### src/rtl/boot_loader_ctrl_pkg.sv
// Shared definitions for the boot loader: FSM state codes, CPU register map
// and CTRL bit positions.
package boot_loader_ctrl_pkg;

  localparam int STATE_W = 3;

  typedef enum logic [STATE_W-1:0] {
    ST_COPY_RD   = 3'd0,
    ST_COPY_WR   = 3'd1,
    ST_RUN_BOOT  = 3'd2,
    ST_RST_PULSE = 3'd3,
    ST_RUN       = 3'd4
  } state_e;

  localparam logic REG_CTRL   = 1'b0;
  localparam logic REG_STATUS = 1'b1;

  localparam int CTRL_BOOT_EXIT_BIT = 0;
  localparam int CTRL_REBOOT_BIT    = 1;

  localparam int STATUS_STATE_LSB = 0;
  localparam int STATUS_CNT_LSB   = 4;

  // Boot image sits at the top of SRAM; wraps modulo the SRAM size.
  function automatic logic [63:0] boot_base(input int sram_w, input int rom_w);
    logic [63:0] mask;
    mask = (64'd1 << sram_w) - 64'd1;
    return ((64'd1 << sram_w) - (64'd1 << rom_w)) & mask;
  endfunction

endpackage

### src/rtl/boot_loader_ctrl_regs.sv
// CPU register slave for the boot loader: decodes CTRL writes into
// boot-exit / reboot requests and returns CTRL/STATUS with a registered ack.
module boot_loader_regs
  import boot_loader_ctrl_pkg::*;
#(
  parameter int DATA_W = 32,
  parameter int CNT_W  = 10
) (
  input  logic                clk,
  input  logic                rst,
  input  logic                i_cpu_valid,
  input  logic                i_cpu_addr,
  input  logic [DATA_W-1:0]   i_cpu_wdata,
  input  logic [DATA_W/8-1:0] i_cpu_wstrb,
  input  state_e              i_state,
  input  logic [CNT_W-1:0]    i_cnt,
  output logic [DATA_W-1:0]   o_cpu_rdata,
  output logic                o_cpu_ready,
  output logic                o_boot_exit,
  output logic                o_reboot
);

  logic              w_ctrl_wr;
  logic [DATA_W-1:0] w_status;
  logic              w_unused_wdata;
  logic              r_ready;
  logic [DATA_W-1:0] r_rdata;

  assign w_ctrl_wr      = i_cpu_valid && (|i_cpu_wstrb) && (i_cpu_addr == REG_CTRL);
  assign o_reboot       = w_ctrl_wr && i_cpu_wdata[CTRL_REBOOT_BIT];
  // Reboot takes priority when both bits are written together.
  assign o_boot_exit    = w_ctrl_wr && i_cpu_wdata[CTRL_BOOT_EXIT_BIT]
                          && !i_cpu_wdata[CTRL_REBOOT_BIT];
  assign w_unused_wdata = ^i_cpu_wdata;

  always_comb begin
    w_status = '0;
    w_status[STATUS_STATE_LSB +: STATE_W] = i_state;
    w_status[STATUS_CNT_LSB +: CNT_W]     = i_cnt;
  end

  always_ff @(posedge clk or posedge rst) begin
    if (rst) begin
      r_ready <= 1'b0;
      r_rdata <= '0;
    end else begin
      r_ready <= i_cpu_valid;
      if (i_cpu_valid) begin
        r_rdata <= (i_cpu_addr == REG_STATUS) ? w_status : '0;
      end
    end
  end

  assign o_cpu_ready = r_ready;
  assign o_cpu_rdata = r_rdata;

endmodule

### src/rtl/boot_loader_ctrl.sv
// Boot loader controller: copies the boot ROM image into the top of SRAM
// while holding the CPU in reset, then sequences boot exit and reboot.
module boot_loader_ctrl
  import boot_loader_ctrl_pkg::*;
#(
  parameter int DATA_W         = 32,
  parameter int SRAM_ADDR_W    = 15,
  parameter int BOOTROM_ADDR_W = 12,
  parameter int RST_CYCLES     = 4
) (
  input  logic                      clk,
  input  logic                      rst,
  input  logic                      cpu_valid,
  input  logic                      cpu_addr,
  input  logic [DATA_W-1:0]         cpu_wdata,
  input  logic [DATA_W/8-1:0]       cpu_wstrb,
  output logic [DATA_W-1:0]         cpu_rdata,
  output logic                      cpu_ready,
  output logic                      rom_valid,
  output logic [BOOTROM_ADDR_W-3:0] rom_addr,
  input  logic [DATA_W-1:0]         rom_rdata,
  input  logic                      rom_ready,
  output logic                      sram_valid,
  output logic [SRAM_ADDR_W-1:0]    sram_addr,
  output logic [DATA_W-1:0]         sram_wdata,
  output logic [DATA_W/8-1:0]       sram_wstrb,
  input  logic                      sram_ready,
  output logic                      boot,
  output logic                      cpu_rst
);

  localparam int                CNT_W     = BOOTROM_ADDR_W - 2;
  localparam logic [CNT_W-1:0]  LAST_WORD = '1;
  localparam int                PCNT_W    = (RST_CYCLES > 1) ? $clog2(RST_CYCLES) : 1;
  localparam logic [PCNT_W-1:0] PCNT_LAST = PCNT_W'(RST_CYCLES - 1);
  localparam logic [63:0]       BOOT_BASE = boot_base(SRAM_ADDR_W, BOOTROM_ADDR_W);

  state_e            r_state;
  state_e            w_next;
  logic [CNT_W-1:0]  r_cnt;
  logic [DATA_W-1:0] r_word;
  logic [PCNT_W-1:0] r_pcnt;
  logic              w_boot_exit;
  logic              w_reboot;
  logic              w_reboot_ok;
  logic              w_rom_hs;
  logic              w_sram_hs;
  logic              w_last;

  assign w_rom_hs    = (r_state == ST_COPY_RD) && rom_ready;
  assign w_sram_hs   = (r_state == ST_COPY_WR) && sram_ready;
  assign w_last      = (r_cnt == LAST_WORD);
  assign w_reboot_ok = w_reboot && ((r_state == ST_RUN_BOOT) || (r_state == ST_RUN));

  boot_loader_regs #(
    .DATA_W (DATA_W),
    .CNT_W  (CNT_W)
  ) u_regs (
    .clk         (clk),
    .rst         (rst),
    .i_cpu_valid (cpu_valid),
    .i_cpu_addr  (cpu_addr),
    .i_cpu_wdata (cpu_wdata),
    .i_cpu_wstrb (cpu_wstrb),
    .i_state     (r_state),
    .i_cnt       (r_cnt),
    .o_cpu_rdata (cpu_rdata),
    .o_cpu_ready (cpu_ready),
    .o_boot_exit (w_boot_exit),
    .o_reboot    (w_reboot)
  );

  always_ff @(posedge clk or posedge rst) begin
    if (rst) begin
      r_state <= ST_COPY_RD;
    end else begin
      r_state <= w_next;
    end
  end

  always_comb begin
    w_next = r_state;
    case (r_state)
      ST_COPY_RD:   if (rom_ready) w_next = ST_COPY_WR;
      ST_COPY_WR:   if (sram_ready) w_next = w_last ? ST_RUN_BOOT : ST_COPY_RD;
      ST_RUN_BOOT: begin
        if (w_reboot) begin
          w_next = ST_COPY_RD;
        end else if (w_boot_exit) begin
          w_next = ST_RST_PULSE;
        end
      end
      ST_RST_PULSE: if (r_pcnt == PCNT_LAST) w_next = ST_RUN;
      ST_RUN:       if (w_reboot) w_next = ST_COPY_RD;
      default:      w_next = ST_COPY_RD;
    endcase
  end

  always_comb begin
    rom_valid  = 1'b0;
    sram_valid = 1'b0;
    sram_wstrb = '0;
    boot       = 1'b0;
    cpu_rst    = 1'b0;
    case (r_state)
      ST_COPY_RD: begin
        rom_valid = 1'b1;
        boot      = 1'b1;
        cpu_rst   = 1'b1;
      end
      ST_COPY_WR: begin
        sram_valid = 1'b1;
        sram_wstrb = '1;
        boot       = 1'b1;
        cpu_rst    = 1'b1;
      end
      ST_RUN_BOOT:  boot    = 1'b1;
      ST_RST_PULSE: cpu_rst = 1'b1;
      default: ;
    endcase
  end

  // Copy datapath: word counter, captured ROM word, reset-pulse timer.
  always_ff @(posedge clk or posedge rst) begin
    if (rst) begin
      r_cnt  <= '0;
      r_word <= '0;
      r_pcnt <= '0;
    end else begin
      if (w_rom_hs) begin
        r_word <= rom_rdata;
      end
      if (w_sram_hs && !w_last) begin
        r_cnt <= r_cnt + 1'b1;
      end else if (w_reboot_ok) begin
        r_cnt <= '0;
      end
      if (r_state == ST_RST_PULSE) begin
        r_pcnt <= r_pcnt + 1'b1;
      end else begin
        r_pcnt <= '0;
      end
    end
  end

  assign rom_addr   = r_cnt;
  assign sram_wdata = r_word;
  assign sram_addr  = SRAM_ADDR_W'(BOOT_BASE + (64'(r_cnt) << 2));

endmodule

### config.mk
export PLATFORM = sky130hd
export DESIGN_NAME = boot_loader_ctrl
export DESIGN_NICKNAME = d
export VERILOG_FILES = /design/src/rtl/boot_loader_ctrl_pkg.sv /design/src/rtl/boot_loader_ctrl_regs.sv /design/src/rtl/boot_loader_ctrl.sv
export SDC_FILE = /design/constraint.sdc
export NUM_CORES = 1
export LEC_CHECK = 0
export BUFFER_PORTS_ARGS = -buffer_cell sky130_fd_sc_hd__buf_2
export CAP_MARGIN = 15
export CORE_AREA = 3 3 110 70
export DETAILED_ROUTE_END_ITERATION = 8
export DIE_AREA = 0 0 113 73
export MAX_ROUTING_LAYER = met4
export PLACE_DENSITY = 0.77
export SKIP_LAST_GASP = 1
export SYNTH_ARGS = -nofsm -noshare
export SYNTH_HDL_FRONTEND = slang
export SYNTH_SLANG_ARGS = --single-unit
export TNS_END_PERCENT = 1
### constraint.sdc
create_clock -name clk -period 2.4 [get_ports clk]
set_input_delay 0.48 -clock clk [delete_from_list [all_inputs] [get_ports clk]]
set_output_delay 0.48 -clock clk [all_outputs]
set_load 0.05 [all_outputs]
# Word level (Yosys, flattened, before mapping)
# Index checks and enable logic that the tools add are counted.
# classes
add_sub_neg,3
n_eq_ne,11
mux,17
bitwise_logic,1
n_reduce_logical,18
# ops
operator,n
two-way mux 10 bit,2
two-way mux 3 bit,6
adder 15 x 12 -> 15 bit (first input constant),1
one-hot mux 3 bit (5 select lines),1
two-way mux 14 bit,1
adder 10 x 1 -> 10 bit (second input constant),1
equality test 10 bit (second input constant),1
logical AND 1 bit,9
!= test 2 bit (second input constant),4
equality test 3 x 2 -> 1 bit (second input constant),2
OR reduction 3 bit,2
AND reduction 5 bit,1
two-way mux 1 bit,4
two-way mux 2 bit,2
two-way mux 4 bit,1
OR reduction 4 bit,1
equality test 3 x 1 -> 1 bit (second input constant),1
equality test 3 bit (second input constant),1
zero test 3 bit,1
!= test 3 x 2 -> 1 bit (second input constant),1
adder 2 x 1 -> 2 bit (second input constant),1
equality test 2 bit (second input constant),1
zero test 1 bit,2
nonzero test 2 bit,1
2 further kinds,2
# word_totals
regBits,80
output_inout_bits,98
elab_cells,56

# Depth between registers and ports, before layout
# logic_depth
depth_word,8
ltp_mapped,6
ltp_nobuf,5

# Modules after synthesis
# Synthesis repeated with hierarchy kept, for this count alone.
# unflattened
hier_cells,240
hier_area_um2,2939.1
# by_module_without_submodules
module,n_inst,cells_each,area_per_inst_um2
boot_loader_ctrl,1,184,2268.4
boot_loader_regs,1,56,670.6

# Least setup slack after synthesis
# Ideal clock, no wire load.
# synth_path
kind,reg-to-output
start,register r_state[0]
end,output sram_wstrb[0]
arrival_time_ns,2.424
required_ns,1.920
slack_ns,-0.504
path_stages_with_launch,4
n_path_buf,2
path_cell_list,dfrtp_1 > clkbuf_1 > nor3b_1 > buf_4
# synth_between
elab_chain_cells,2
# synth_lines
item,line_no,source
from (decl),boot_loader_ctrl.sv:38,state_e r_state;
from (signal assigned),boot_loader_ctrl.sv:77,r_state <= w_next;
equality test 3 x 1 -> 1 bit,boot_loader_ctrl.sv:105,case (r_state)
two-way mux 4 bit,boot_loader_ctrl.sv:105,
to (decl),boot_loader_ctrl.sv:26,"output logic [DATA_W/8-1:0] sram_wstrb,"
# No other way between the ends.

# Worst setup path after layout
# Ends and elaborated chain as after synthesis.

==> run_results.csv <==
group,metric,value,unit
cells_and_area,antenna_cells,0,
power_and_ir_drop,power_switching,1.87,mW
cts,cts_tree,"done",
place,gp_congestion,0.821,
timing,finalCriticalPeriod,2.00,ns
synthesis,synth_warnings,0,
cts,post_cts_buffers,0,
grt,antenna_found_initial,0,
timing,setup_violations,0,
cells_and_area,syn_to_final_growth,27.2,%
routing,routed_wl,6.55,mm
cts,cts_made_buffers,9,
routing,dr_total_vias,2168,
synthesis,syn-mean-instance-area,11.1,µm²
power_and_ir_drop,p_comb_frac,0.368,
flow_run,maxCapViolations,0,
cells_and_area,finalNetCount,443,
synthesis,synth_top_family_by_area,"buffers and inverters",
routing,post-route-drc-count,0,
cts,cts_resized,0,
routing,dr.first_iter.drc_count,139,
synthesis,synth-edff-count,0,
synthesis,synthMuxAreaShare,0.134,
run_status,status,"finished, final reports clean",
synthesis,ys_seq_elements,61,
grt,grt_pass1_vias,2078,
synthesis,synth_cells,264,
grt,grt_max_degree,34,
synthesis,synthArstFlopShare,1.00,
synthesis,yosys.area_share.simple,0.103,
timing,rsz0062_at_grt,"no",
floorplan,die_h,73,µm
worst_hold_path,hold_class,"primary input to asynchronous set/reset pin",
power_and_ir_drop,p_sw_frac,0.430,
place,detailed_place_hpwl,5.02,mm
setup_path,worst-endpoint-required,1.92,ns
setup_path,crit_path_start_kind,"flop",
cts,clk_path_buf_depth,2,
grt,grt_overflow,0,
power_and_ir_drop,p_leak,1.86,nW
cts,h-tree-depth,3,
cts,root_buffer,"clkbuf_16",
setup_path,crit_fanout,12,
timing,max_slew_margin,0.577,
setup_path,path_class,"flop to output port",
power_and_ir_drop,power_frac_seq,0.322,
floorplan,rows,23,
power_and_ir_drop,intPower,2.47,mW
synthesis,synth_xor_area_frac,0.00899,
timing,tightest_slew,0.633,ns
cells_and_area,instances_no_fill,459,
floorplan,initial_utilization,0.438,
routing,drt_first_pass_iters,4,
synthesis,synth_compound_area_frac,0.0715,
synthesis,ys_types,40,
floorplan,dieWidth,113,µm
place,place_area,3400,µm²
floorplan,pin_count,172,
cells_and_area,drive_gt1_frac,0.384,
timing,setup_tns,0,ns
synthesis,synth_adder_area_share,0.00856,
cts,worstSkewPairLatency,0.32,ns
timing,fin_worst_skew,0.00498,ns
routing,viasPerCell,4.72,
place,io_buffers,117,
cts,clkSinkCount,61,
timing,final_hold_viol_count,0,
routing,antenna_left,0,
setup_path,cp-end-kind,"output port",
routing,wire_per_inst,14.3,µm
grt,grtUsageTotal,0.170,
place,place_inst,443,
cts,postCtsHoldBufs,0,
grt,grt_pass1_wl,10.3,mm
timing,period_share,0.832,
timing,slew_violations,0,
cells_and_area,utilization,0.557,
power_and_ir_drop,irDropWorstVdd,0.770,mV
timing,timing.fmax,0.501,GHz
synthesis,synthFlopType,"dfrtp_1",
power_and_ir_drop,p_per_area,1170,nW/µm²
cells_and_area,stdcell_area,3720,µm²
synthesis,syn-cell-area,2920,µm²
floorplan,core,6680,µm²
setup_path,crit_arrival,1.52,ns
cts,clk_pin_slew,0.05,ns
power_and_ir_drop,clkPwrFrac,0.311,
floorplan,die_area,8250,µm²
synthesis,synth.yosys.seq_area_share,0.522,
layer usage:
metal | GRT usage | wire (µm) | vias up
li1 | - | - | 1047
met1 | 0.218 | 2760 | 1005
met2 | 0.251 | 3060 | 108
met3 | 0.0713 | 661 | 8
met4 | 0.0427 | 62 | 0
met5 | - | 0 | -
final cells by class:
class	count	area, µm²
fill	604	2960
sequential	61	1530
multi-input combinational	151	1050
timing repair buffer	122	636
clock buffer	10	229
tap	87	109
clock inverter	6	87.6
inverter	22	82.6
registers in the layout, indices dropped and copies added (netlist names):
name and count:
r_state 3, rom_addr 10, u_regs.o_cpu_ready 1, r_pcnt 2, u_regs.o_cpu_rdata 13, sram_wdata 32
logic make-up (layout without fill, tap and decap cells):
kind of cell / after synthesis / after routing
adder cells (fa/ha/maj): 2 / 2
XOR/XNOR: 3 / 3
AO/OA/AOI/OAI: 35 / 35
flip-flops: 61 / 61
other: 2 / 24
AND/OR/NAND/NOR: 53 / 53
multiplexers: 34 / 34
buffers and inverters: 74 / 160
per-stage QoR:
stage / power (mW) / worst slack (ns) / hold slack, ns
2_1_floorplan: 2.73 / -0.272 / 0.407
3_3_place_gp: 2.99 / 0.427 / 0.420
3_5_place_dp: 3.02 / 0.423 / 0.442
4_1_cts: 4.39 / 0.385 / 0.254
5_1_grt: 4.54 / 0.302 / 0.288
6_report: 4.34 / 0.404 / 0.236
synth_stat cells (3+ instances only):
cell,instances,share of area
dfrtp_1,61,0.52
buf_4,38,0.098
mux2_1,32,0.12
inv_1,22,0.028
nand3_1,16,0.027
o21ai_0,14,0.024
nand2_1,13,0.017
clkbuf_1,7,0.0090
buf_2,6,0.010
a21oi_1,5,0.0086
a31oi_1,4,0.0086
and4_1,3,0.0090
nor2_1,3,0.0039
xnor2_1,3,0.0090
final timing paths:
check                                        from                            to  slack, ns  cells past startpoint
min in group clk                    rom_rdata[29]    sram_wdata[29]$_DFFE_PP0P_       0.37                      2
setup reg to reg           r_state[1]$_DFFE_PP0P_       rom_addr[5]$_DFFE_PP0P_       0.50                      4
hold reg to reg               r_pcnt[0]$_DFF_PP0_           r_pcnt[0]$_DFF_PP0_       0.45                      1
hold / removal                                rst  u_regs.o_cpu_ready$_DFF_PP0_       0.24                      2
setup / recovery           r_state[0]$_DFFE_PP0P_                 sram_wstrb[0]       0.40                      2
max in group asynchronous                     rst    sram_wdata[13]$_DFFE_PP0P_       1.58                      3
power by group through the flow:
stage               Clock [mW]  Combinational [mW]  Sequential [mW]
finish                    1.35                1.60             1.39
floorplan                    0               0.677             2.05
detailed placement           0                1.61             1.41
CTS                       1.38                1.61             1.40
global placement             0                1.59             1.40
global route              1.44                1.68             1.43
layout by cell type (no fill, tap or decap), types with 3 or more instances in the layout:
cell / instances
xnor2_1: 3
o21ai_0: 14
clkbuf_16: 9
nand3_1: 16
and4_1: 3
dfrtp_1: 61
a31oi_1: 4
buf_2: 117
nor2_1: 3
conb_1: 24
clkinvlp_4: 3
buf_4: 4
inv_1: 21
a21oi_1: 5
mux2_1: 32
nand2_1: 13
critical path, cell delays in order, from the launching register on:
cell and delay (ns):
dfrtp_1 0.54, nor3b_2 0.33, buf_2 0.32
(Power assumes the default switching activity.)
